<file path="config.mk">
export PLATFORM = sky130hd
export DESIGN_NAME = boot_rom_mp_flat
export DESIGN_NICKNAME = d
export VERILOG_FILES = /design/src/rtl/boot_rom_mp_if.sv /design/src/rtl/boot_rom_mp.sv /design/src/flat_wrapper.sv
export SDC_FILE = /design/constraint.sdc
export NUM_CORES = 1
export LEC_CHECK = 0
export ABC_AREA = 0
export CORE_MARGIN = 2
export CORE_UTILIZATION = 26
export CTS_CLUSTER_DIAMETER = 50
export DETAILED_ROUTE_END_ITERATION = 8
export GPL_TIMING_DRIVEN = 0
export PLACE_DENSITY = 0.78
export SLEW_MARGIN = 20
export SYNTH_ARGS = -nofsm -noshare
export SYNTH_HDL_FRONTEND = slang
export SYNTH_SLANG_ARGS = --single-unit
</file>
<file path="constraint.sdc">
create_clock -name clk_i -period 2.4 [get_ports clk_i]
set_clock_uncertainty 0.1 [all_clocks]
set_input_delay 0.48 -clock clk_i [delete_from_list [all_inputs] [get_ports clk_i]]
set_output_delay 0.48 -clock clk_i [all_outputs]
set_load 0.01 [all_outputs]
</file>
<file path="src/rtl/boot_rom_mp_if.sv">
// rtl/boot_rom_mp_if.sv - TCDM multi-port bus bundle between masters and the boot ROM
interface boot_rom_mp_if #(
    parameter int unsigned NB_PORTS = 2
);
    logic [NB_PORTS-1:0]    req_i;
    logic [NB_PORTS*32-1:0] add_i;
    logic [NB_PORTS-1:0]    wen_i;
    logic [NB_PORTS-1:0]    gnt_o;
    logic [NB_PORTS-1:0]    r_valid_o;
    logic [NB_PORTS*32-1:0] r_rdata_o;
    logic [NB_PORTS-1:0]    r_opc_o;

    modport master (
        output req_i, add_i, wen_i,
        input  gnt_o, r_valid_o, r_rdata_o, r_opc_o
    );

    modport slave (
        input  req_i, add_i, wen_i,
        output gnt_o, r_valid_o, r_rdata_o, r_opc_o
    );
endinterface

</file>
<file path="src/rtl/boot_rom_mp.sv">
// rtl/boot_rom_mp.sv - round-robin multi-port boot ROM; optional word parity under BOOT_ROM_PARITY_EN
module generic_rom #(
    parameter int unsigned ADDR_WIDTH = 11,
    parameter int unsigned DATA_WIDTH = 32
) (
    input  logic                  clk_i,
    input  logic                  en_i,
    input  logic                  test_mode_i,
    input  logic [ADDR_WIDTH-1:0] addr_i,
    output logic [DATA_WIDTH-1:0] q_o
);
    logic unused_test_mode;
    assign unused_test_mode = test_mode_i;

    // Image word: {parity, 16'hB007, index}; the last word carries inverted parity as a self-test sentinel
    function automatic logic [32:0] image_word(input logic [ADDR_WIDTH-1:0] a);
        logic [31:0] d;
        d = {16'hB007, 16'(a)};
        return {(^d) ^ (&a), d};
    endfunction

    always_ff @(posedge clk_i) begin
        if (en_i) begin
            q_o <= DATA_WIDTH'(image_word(addr_i));
        end
    end
endmodule

module boot_rom_mp #(
    parameter int unsigned NB_PORTS       = 2,
    parameter int unsigned ROM_ADDR_WIDTH = 13,
    parameter logic [31:0] BASE_ADDR      = 32'h1A00_0000,
    parameter bit          OUT_REG        = 1'b0
) (
    input  logic          clk_i,
    input  logic          rst_ni,
    input  logic          init_ni,
    input  logic          test_mode_i,
    boot_rom_mp_if.slave  bus,
    output logic          err_o
);
    localparam int unsigned PW = (NB_PORTS > 1) ? $clog2(NB_PORTS) : 1;
`ifdef BOOT_ROM_PARITY_EN
    localparam int unsigned DW = 33;
`else
    localparam int unsigned DW = 32;
`endif
    localparam logic [32:0] ROM_SPAN = 33'd1 << ROM_ADDR_WIDTH;
    localparam logic [31:0] ERR_DATA = 32'hBADA_CCE5;

    logic [PW-1:0]       rr_q, gnt_idx;
    logic                gnt_any;
    int                  rr_k;
    logic [31:0]         add_sel, off;
    logic                in_range, rom_en;
    logic [DW-1:0]       rom_q;
    logic                s1_valid_q, s1_bad_q;
    logic [PW-1:0]       s1_port_q;
    logic [31:0]         resp_data;
    logic                resp_opc;
    logic                o_valid, o_opc;
    logic [PW-1:0]       o_port;
    logic [31:0]         o_data;
    logic                err_q;

    // Scan downwards so the lowest offset from the pointer wins
    always_comb begin
        gnt_any = 1'b0;
        gnt_idx = '0;
        rr_k    = 0;
        for (int i = NB_PORTS - 1; i >= 0; i--) begin
            rr_k = int'(rr_q) + i;
            if (rr_k >= int'(NB_PORTS)) rr_k = rr_k - int'(NB_PORTS);
            if (init_ni && bus.req_i[PW'(rr_k)]) begin
                gnt_any = 1'b1;
                gnt_idx = PW'(rr_k);
            end
        end
    end

    assign bus.gnt_o = gnt_any ? (NB_PORTS'(1) << gnt_idx) : '0;

    assign add_sel  = bus.add_i[32*gnt_idx +: 32];
    assign off      = add_sel - BASE_ADDR;
    assign in_range = (add_sel >= BASE_ADDR) && ({1'b0, off} < ROM_SPAN);
    assign rom_en   = gnt_any && bus.wen_i[gnt_idx] && in_range;

    generic_rom #(
        .ADDR_WIDTH (ROM_ADDR_WIDTH - 2),
        .DATA_WIDTH (DW)
    ) u_rom (
        .clk_i       (clk_i),
        .en_i        (rom_en),
        .test_mode_i (test_mode_i),
        .addr_i      (off[ROM_ADDR_WIDTH-1:2]),
        .q_o         (rom_q)
    );

    always_ff @(posedge clk_i or negedge rst_ni) begin
        if (!rst_ni) begin
            rr_q       <= '0;
            s1_valid_q <= 1'b0;
            s1_bad_q   <= 1'b0;
            s1_port_q  <= '0;
        end else begin
            s1_valid_q <= gnt_any;
            s1_bad_q   <= gnt_any && !rom_en;
            s1_port_q  <= gnt_idx;
            if (gnt_any) begin
                rr_q <= (gnt_idx == PW'(NB_PORTS - 1)) ? '0 : gnt_idx + 1'b1;
            end
        end
    end

    assign resp_data = s1_bad_q ? ERR_DATA : rom_q[31:0];
`ifdef BOOT_ROM_PARITY_EN
    assign resp_opc  = s1_bad_q | (^rom_q);
`else
    assign resp_opc  = s1_bad_q;
`endif

    generate
        if (OUT_REG) begin : g_out_reg
            always_ff @(posedge clk_i or negedge rst_ni) begin
                if (!rst_ni) begin
                    o_valid <= 1'b0;
                    o_port  <= '0;
                    o_data  <= '0;
                    o_opc   <= 1'b0;
                end else begin
                    o_valid <= s1_valid_q;
                    o_port  <= s1_port_q;
                    o_data  <= resp_data;
                    o_opc   <= resp_opc;
                end
            end
        end else begin : g_out_comb
            assign o_valid = s1_valid_q;
            assign o_port  = s1_port_q;
            assign o_data  = resp_data;
            assign o_opc   = resp_opc;
        end
    endgenerate

    // Idle ports see all-zero data and flags
    always_comb begin
        bus.r_valid_o = '0;
        bus.r_rdata_o = '0;
        bus.r_opc_o   = '0;
        for (int p = 0; p < NB_PORTS; p++) begin
            if (o_valid && (o_port == PW'(p))) begin
                bus.r_valid_o[p]        = 1'b1;
                bus.r_rdata_o[32*p +: 32] = o_data;
                bus.r_opc_o[p]          = o_opc;
            end
        end
    end

    always_ff @(posedge clk_i or negedge rst_ni) begin
        if (!rst_ni) begin
            err_q <= 1'b0;
        end else if (o_valid && o_opc) begin
            err_q <= 1'b1;
        end
    end

    assign err_o = err_q;
endmodule

</file>
<file path="src/flat_wrapper.sv">
// flat-port wrapper written by rule: the top's interface ports become plain ports
module boot_rom_mp_flat 
#(
    parameter int unsigned NB_PORTS       = 2,
    parameter int unsigned ROM_ADDR_WIDTH = 13,
    parameter logic [31:0] BASE_ADDR      = 32'h1A00_0000,
    parameter bit          OUT_REG        = 1'b0
)
  (clk_i, rst_ni, init_ni, test_mode_i, err_o, bus_req_i, bus_add_i, bus_wen_i, bus_gnt_o, bus_r_valid_o, bus_r_rdata_o, bus_r_opc_o);
  boot_rom_mp_if #(.NB_PORTS(NB_PORTS)) bus_i ();
  input  logic clk_i;
  input  logic rst_ni;
  input  logic init_ni;
  input  logic test_mode_i;
  output logic err_o;
  input wire logic [$bits(bus_i.req_i)-1:0] bus_req_i;
  input wire logic [$bits(bus_i.add_i)-1:0] bus_add_i;
  input wire logic [$bits(bus_i.wen_i)-1:0] bus_wen_i;
  output wire logic [$bits(bus_i.gnt_o)-1:0] bus_gnt_o;
  output wire logic [$bits(bus_i.r_valid_o)-1:0] bus_r_valid_o;
  output wire logic [$bits(bus_i.r_rdata_o)-1:0] bus_r_rdata_o;
  output wire logic [$bits(bus_i.r_opc_o)-1:0] bus_r_opc_o;
  assign bus_i.req_i = bus_req_i;
  assign bus_i.add_i = bus_add_i;
  assign bus_i.wen_i = bus_wen_i;
  assign bus_gnt_o = bus_i.gnt_o;
  assign bus_r_valid_o = bus_i.r_valid_o;
  assign bus_r_rdata_o = bus_i.r_rdata_o;
  assign bus_r_opc_o = bus_i.r_opc_o;
  boot_rom_mp #(.NB_PORTS(NB_PORTS), .ROM_ADDR_WIDTH(ROM_ADDR_WIDTH), .BASE_ADDR(BASE_ADDR), .OUT_REG(OUT_REG)) u_core (.clk_i(clk_i), .rst_ni(rst_ni), .init_ni(init_ni), .test_mode_i(test_mode_i), .bus(bus_i), .err_o(err_o));
endmodule
</file>
==> out/qor.txt, run 1 <==
Outcome = finished clean
#FFs+latches synth = 16
CTS tree = built
RSZ-0062 raised after global routing = false
Cell variety after synth = 30
MaxCap Viol Count = 0
Setup WS post-layout = 109 ps
Max IR drop VDD = 160 uV
Largest net degree at the start of global routing = 12
Root Driver = clkbuf_8
Vias in the first global route = 1403
H-Tree Depth = 1
Total I/O pin count = 143
Cell Chain, Critical Path = buf_6 -> and3_4 -> buf_4 -> clkdlybuf4s50_1
TritonCTS Buffers = 3
WL final = 4070 um
Proportion of layout cells with a drive suffix above 1 = 0.203
First-pass DRT Iterations = 6
Worst path bufs/invs = 3
Clk slew on worst S/H paths = 50 ps
Initial antenna violation count = 0
Clock Sinks = 16
Pwr dens = 334 mW/mm^2
Clk_lat worst skew = 240 ps
Placed cell areas = 0.00269 mm^2
Post-route cell area = 0.00283 mm^2
Worst r2r src = u_core.rr_q
Starting Density = 0.275
Final hold viol count = 0
Final Critical Period = 2290 ps
CP required = 1820 ps
Min-Delay Path Class = reg2reg
Diode count = 0
Crit path capture type = output port
Post-route insts no fill = 373
First-pass GRT wire length = 6180 um
Full die area = 0.00568 mm^2
Via Count = 1479
CP peak stage delay = 520 ps
Synthesis-to-finish area growth = 114%
Top delay family on crit path = buffers and inverters
Post-Place Cells = 366
Worst hold start = u_core.err_o
Final setup violation count = 0
Slowest CP cell = clkdlybuf4s50_1
Crit path DAT = 1710 ps
Antenna-violating nets left = 0
RePlAce Congestion = 0.743
Setup CP Type = reg2out
Die H = 75.4 um
LEAKAGE = 1.46 nW
Final HPWL DP = 3440 um
Share of the clock period used by the worst path = 0.955
Mapped Cells = 164
Final nets = 380
Die W = 75.4 um
Register area share after synthesis = 0.344
Maximum fanout along the worst path = 11
Worst slack, placed = -725 ps
Average size of a mapped cell = 8.07 um^2
CP Launch Type = register
Worst hold path cell count = 1
Count of input and output buffers = 124
CP Launch Point = u_core.o_opc
Slew Viols, Final = 0
Drt drc = 0
Synthesized area = 0.00132 mm^2
CP Depth = 4
FF-to-FF path depth = 7
Core ar. = 0.00482 mm^2
Num rows = 25
Overall routing resource usage = 0.140
Synth warn = 0
Hold Buf Count CTS = 0
Clk buf depth = 2
Routed vias/inst = 3.97
FMAX = 436 MHz
Drt wl/cell = 10.9 um
TNS Setup = 0 ps
Iter 0 DRT Violations = 41
Residual overflow from global routing = 0
kinds of logic after synthesis:
kind of cell	Yosys count	synth area share
other	1	0.00283
AND/OR/NAND/NOR	88	0.332
AO/OA/AOI/OAI	6	0.0359
multiplexers	2	0.0151
adder cells (fa/ha/maj)	1	0.00945
XOR/XNOR	1	0.00662
flip-flops	16	0.344
buffers and inverters	49	0.254
flip-flops by register name, summed over array words and instances, names as in the netlist:
signal,cells
u_core.o_valid,1
u_core.o_opc,1
u_core.o_port,1
u_core.err_o,1
u_core.u_rom.q_o,11
u_core.rr_q,1
routing by layer:
layer	part of all wire	vias to the layer above	track usage	wire length (um)
met2	0.53	91	0.268	2170
met3	0.10	0	0.0238	427
li1	-	776	-	-
met4	0	0	0.0409	0
met1	0.36	612	0.158	1470
met5	0	-	0	0
layout by cell type, fill, tap and decap left out, drive strengths merged:
cell / synthesis / routed
dfrtp: 5 / 5
and3: 1 / 1
dlygate4sd2: 0 / 7
clkdlybuf4s50: 0 / 105
ha: 1 / 1
xnor2: 1 / 1
and4bb: 1 / 1
nand2b: 1 / 1
a311oi: 1 / 1
and2: 11 / 12
nor4b: 1 / 1
dlymetal6s2s: 0 / 12
nand4b: 1 / 1
a21o: 1 / 1
buf: 42 / 44
nor4bb: 1 / 1
o21a: 1 / 1
conb: 1 / 12
nor4: 4 / 4
inv: 5 / 5
nand3: 1 / 1
nor3: 3 / 3
clkinv: 0 / 1
a31oi: 2 / 2
mux2i: 2 / 2
nor2: 23 / 23
edfxtp: 11 / 11
a21oi: 1 / 1
clkbuf: 2 / 4
nand2: 36 / 36
nand4bb: 1 / 1
nand4: 2 / 2
and4: 1 / 2
synth_stat cells:
cell type	count	area [um^2]
nand4bb_1	1	11.3
dfrtp_1	5	125
mux2i_1	2	20.0
nand4_1	2	12.5
nand3_4	1	17.5
a31oi_1	2	12.5
and2_1	11	68.8
nor4bb_1	1	10.0
clkbuf_1	2	7.51
o21a_1	1	7.51
nor2_1	23	86.3
nor4b_2	1	15.0
a21oi_1	1	5.00
xnor2_1	1	8.76
a21o_1	1	7.51
and4_1	1	8.76
inv_1	5	18.8
nand2_1	36	135
edfxtp_1	11	330
nor4_1	4	25.0
buf_4	40	300
and3_1	1	6.26
and4bb_2	1	12.5
nand2b_1	1	6.26
ha_1	1	12.5
a311oi_2	1	15.0
nor3_1	3	15.0
nand4b_1	1	8.76
conb_1	1	3.75
buf_2	2	10.0
per-stage QoR:
step | utilization | power, W | hold WS [ps]
after floorplan | - | 0.000521 | 84.4
after global placement | 0.558 | 0.000739 | 341
after detailed placement | 0.558 | 0.000746 | 343
after CTS | 0.579 | 0.000957 | 356
after global routing | 0.588 | 0.00101 | 371
final | 0.588 | 0.000946 | 353
power breakdown:
part | total, W | switching (W) | internal, W
clock | 0.000194 | 0.0000809 | 0.000113
combinational | 0.000412 | 0.000157 | 0.000254
sequential | 0.000340 | 0.0000236 | 0.000316
worst paths after layout:
kind / end / slack [ps]
setup / recovery: bus_r_rdata_o[57] / 110
hold / removal: u_core.err_o / 350
setup reg to reg: u_core.u_rom.q_o[10] / 160
hold reg to reg: u_core.err_o / 350
max in group asynchronous: u_core.o_opc / 1660
min in group asynchronous: u_core.err_o / 360
area by class of cell:
type                       instances  area [um^2]
inverter                           5         21.3
multi-input combinational        112          627
tap                               67         83.8
buffer                            44          330
sequential                        16          455
fill                             430         1980
timing repair buffer             125         1270
clock buffer                       3         41.3
clock inverter                     1         3.75
repair_timing:
action                                  4_1_cts  5_1_grt
gates resized for setup                      25       17
cloned                                        2        0
pin swaps                                     4        1
buffers inserted                              1        0
endpoints found under the hold margin         0        0
endpoints found under the setup margin       46       26
Note: power is estimated with default switching activity, not from simulation.
==> inputs of run 2 (changes only) <==
--- a/config.mk
+++ b/config.mk
@@ -11,6 +11,7 @@
 export CTS_CLUSTER_DIAMETER = 50
 export DETAILED_ROUTE_END_ITERATION = 8
 export GPL_TIMING_DRIVEN = 0
+export HOLD_SLACK_MARGIN = 0.03
 export PLACE_DENSITY = 0.78
 export SLEW_MARGIN = 20
 export SYNTH_ARGS = -nofsm -noshare
==> constraint.sdc (replaced) <==
create_clock -name clk_i -period 2.4 [get_ports clk_i]
set_clock_uncertainty 0.1 [all_clocks]
set_input_delay 0.48 -clock clk_i [delete_from_list [all_inputs] [get_ports clk_i]]
set_output_delay 0.48 -clock clk_i [all_outputs]
set_load 0.1 [all_outputs]
==> out/qor.txt, run 2 (synthesis results as in run 1) <==
Outcome = finished clean
Final nets = 380
RSZ-0062 raised after global routing = false
Top delay family on crit path = buffers and inverters
CP required = 1820 ps
LEAKAGE = 1.32 nW
Post-Place Cells = 366
Largest net degree at the start of global routing = 11
Antenna-violating nets left = 0
R2r setup slk = 140 ps
FF-to-FF path depth = 7
Clock Sinks = 16
Worst r2r src = u_core.rr_q
Final HPWL DP = 3460 um
TNS Setup = 0 ps
Largest reg by FF count = u_core.u_rom.q_o
Most common cell after layout, fill and taps aside = clkdlybuf4s50_1
TritonCTS Buffers = 3
Drt wl/cell = 11.1 um
Overall routing resource usage = 0.139
Diode count = 0
Proportion of layout cells with a drive suffix above 1 = 0.418
First-pass DRT Iterations = 4
Slew Limit Headroom = 0.346
Hold Buf Count CTS = 0
Routed vias/inst = 3.97
First-pass GRT wire length = 6080 um
Setup CP Type = reg2out
Vias in the first global route = 1355
Initial antenna violation count = 0
Share of the clock period used by the worst path = 0.960
Core ar. = 0.00482 mm^2
Residual overflow from global routing = 0
CP Launch Type = register
Slew @ Worst Pin = 978 ps
Via Count = 1479
Most frequent cells in the layout = 64 x clkdlybuf4s50_1, 45 x buf_4, 36 x nand2_1, 20 x nor2_1, 20 x clkdlybuf4s15_2
Die H = 75.4 um
Clk buf depth = 2
Pwr dens = 477 mW/mm^2
Filler instances = 475
Maximum fanout along the worst path = 2
Post-route insts no fill = 373
CP Depth = 1
FMAX = 434 MHz
Final hold viol count = 0
R2r endpoint = u_core.u_rom.q_o[2]
Crit path capture type = output port
Clk slew on worst S/H paths = 60 ps
Slowest CP cell = clkdlybuf4s50_1
RePlAce Congestion = 0.654
Full die area = 0.00568 mm^2
Iter 0 DRT Violations = 27
WL final = 4130 um
CTS tree = built
Total I/O pin count = 143
Final Critical Period = 2300 ps
Root Driver = clkbuf_8
Die W = 75.4 um
Drt drc = 0
WHS = 356 ps
Worst setup path endpoint = err_o
CP Launch Point = u_core.err_o
Post-route cell area = 0.00275 mm^2
Slew Viols, Final = 0
Clk_lat worst skew = 240 ps
Min-Delay Path Class = in2async
Worst path bufs/invs = 1
Placed cell areas = 0.00277 mm^2
MaxCap Viol Count = 0
Synthesis-to-finish area growth = 107%
Num rows = 25
H-Tree Depth = 1
Count of input and output buffers = 124
Cell Chain, Critical Path = clkdlybuf4s50_1
Max IR drop VDD = 301 uV
CP peak stage delay = 1140 ps
Crit path DAT = 1720 ps
Final setup violation count = 0
Max FFs per register = 11
Starting Density = 0.275
run 2: cell count changes in the layout (fill, tap and decap cells not counted), moves of 5 or more:
| cell | change |
|---|---|
| buf_2 | +16 |
| dlygate4sd2_1 | -5 |
| and2_2 | +9 |
| buf_6 | +7 |
| and2_1 | -9 |
| dlymetal6s2s_1 | -12 |
| clkdlybuf4s15_2 | +20 |
| clkbuf_4 | +9 |
| clkdlybuf4s50_1 | -41 |
run 2: worst min-delay path by stage:
| stage | slack, ps | from | end |
|---|---|---|---|
| detailed placement | 350 | u_core.err_o | u_core.err_o |
| global placement | 340 | u_core.err_o | u_core.err_o |
| CTS | 360 | rst_ni | u_core.rr_q |
| finish | 360 | rst_ni | u_core.rr_q |
| floorplan | 80 | rst_ni | u_core.err_o |
| global route | 380 | rst_ni | u_core.rr_q |
run 2: where the power goes:
| group | internal (W) | switching, W |
|---|---|---|
| combinational | 0.000246 | 0.000525 |
| clock | 0.000113 | 0.0000842 |
| sequential | 0.000316 | 0.0000244 |
run 2: worst reg2reg max path: stages, from the launching register on:
cell and delay [ps]:
dfrtp_1 490, nand3_4 130, mux2i_1 140, ha_1 240, nor4bb_1 290, a31oi_1 80
a21oi_2 180, and4_2 310
run 2: through the flow:
step                      worst slack [ps]  utilization  total power, W
after CTS                            0.542        0.583         0.00132
after floorplan                       -252            -        0.000901
after global placement                -855        0.575         0.00112
after detailed placement              -880        0.575         0.00112
after global routing                 0.107        0.570         0.00137
final                                 95.4        0.570         0.00131
run 2: repair_timing:
| item | CTS | global route |
|---|---|---|
| pin swaps | 4 | 0 |
| cloned | 1 | 0 |
| setup endpoints to repair | 69 | 25 |
| resized for setup | 237 | 36 |
| setup buffers | 2 | 0 |
run 2: per-layer routing:
| metal | routed length (um) | track usage | part of all wire |
|---|---|---|---|
| met1 | 1490 | 0.151 | 0.36 |
| met2 | 2270 | 0.276 | 0.55 |
| met3 | 324 | 0.0198 | 0.078 |
| met4 | 48 | 0.0409 | 0.012 |
| met5 | 0 | 0 | 0 |
run 2: area by class of cell:
class / instances / area, um^2 / area share
Inverter: 5 / 22.5 / 0.00820
Timing Repair Buffer: 126 / 1160 / 0.421
Tap cell: 67 / 83.8 / 0.0305
Multi-Input combinational cell: 111 / 622 / 0.226
Clock inverter: 1 / 3.75 / 0.00137
Clock buffer: 3 / 41.3 / 0.0150
Buffer: 44 / 360 / 0.131
Sequential cell: 16 / 455 / 0.166
==> inputs of run 3 (changes only) <==
--- a/config.mk
+++ b/config.mk
@@ -6,6 +6,7 @@
 export NUM_CORES = 1
 export LEC_CHECK = 0
 export ABC_AREA = 0
+export CAP_MARGIN = 25
 export CORE_MARGIN = 2
 export CORE_UTILIZATION = 26
 export CTS_CLUSTER_DIAMETER = 50
==> results of run 3 <==
Same layout as run 2: the final DEF is identical, and so are final timing and power.
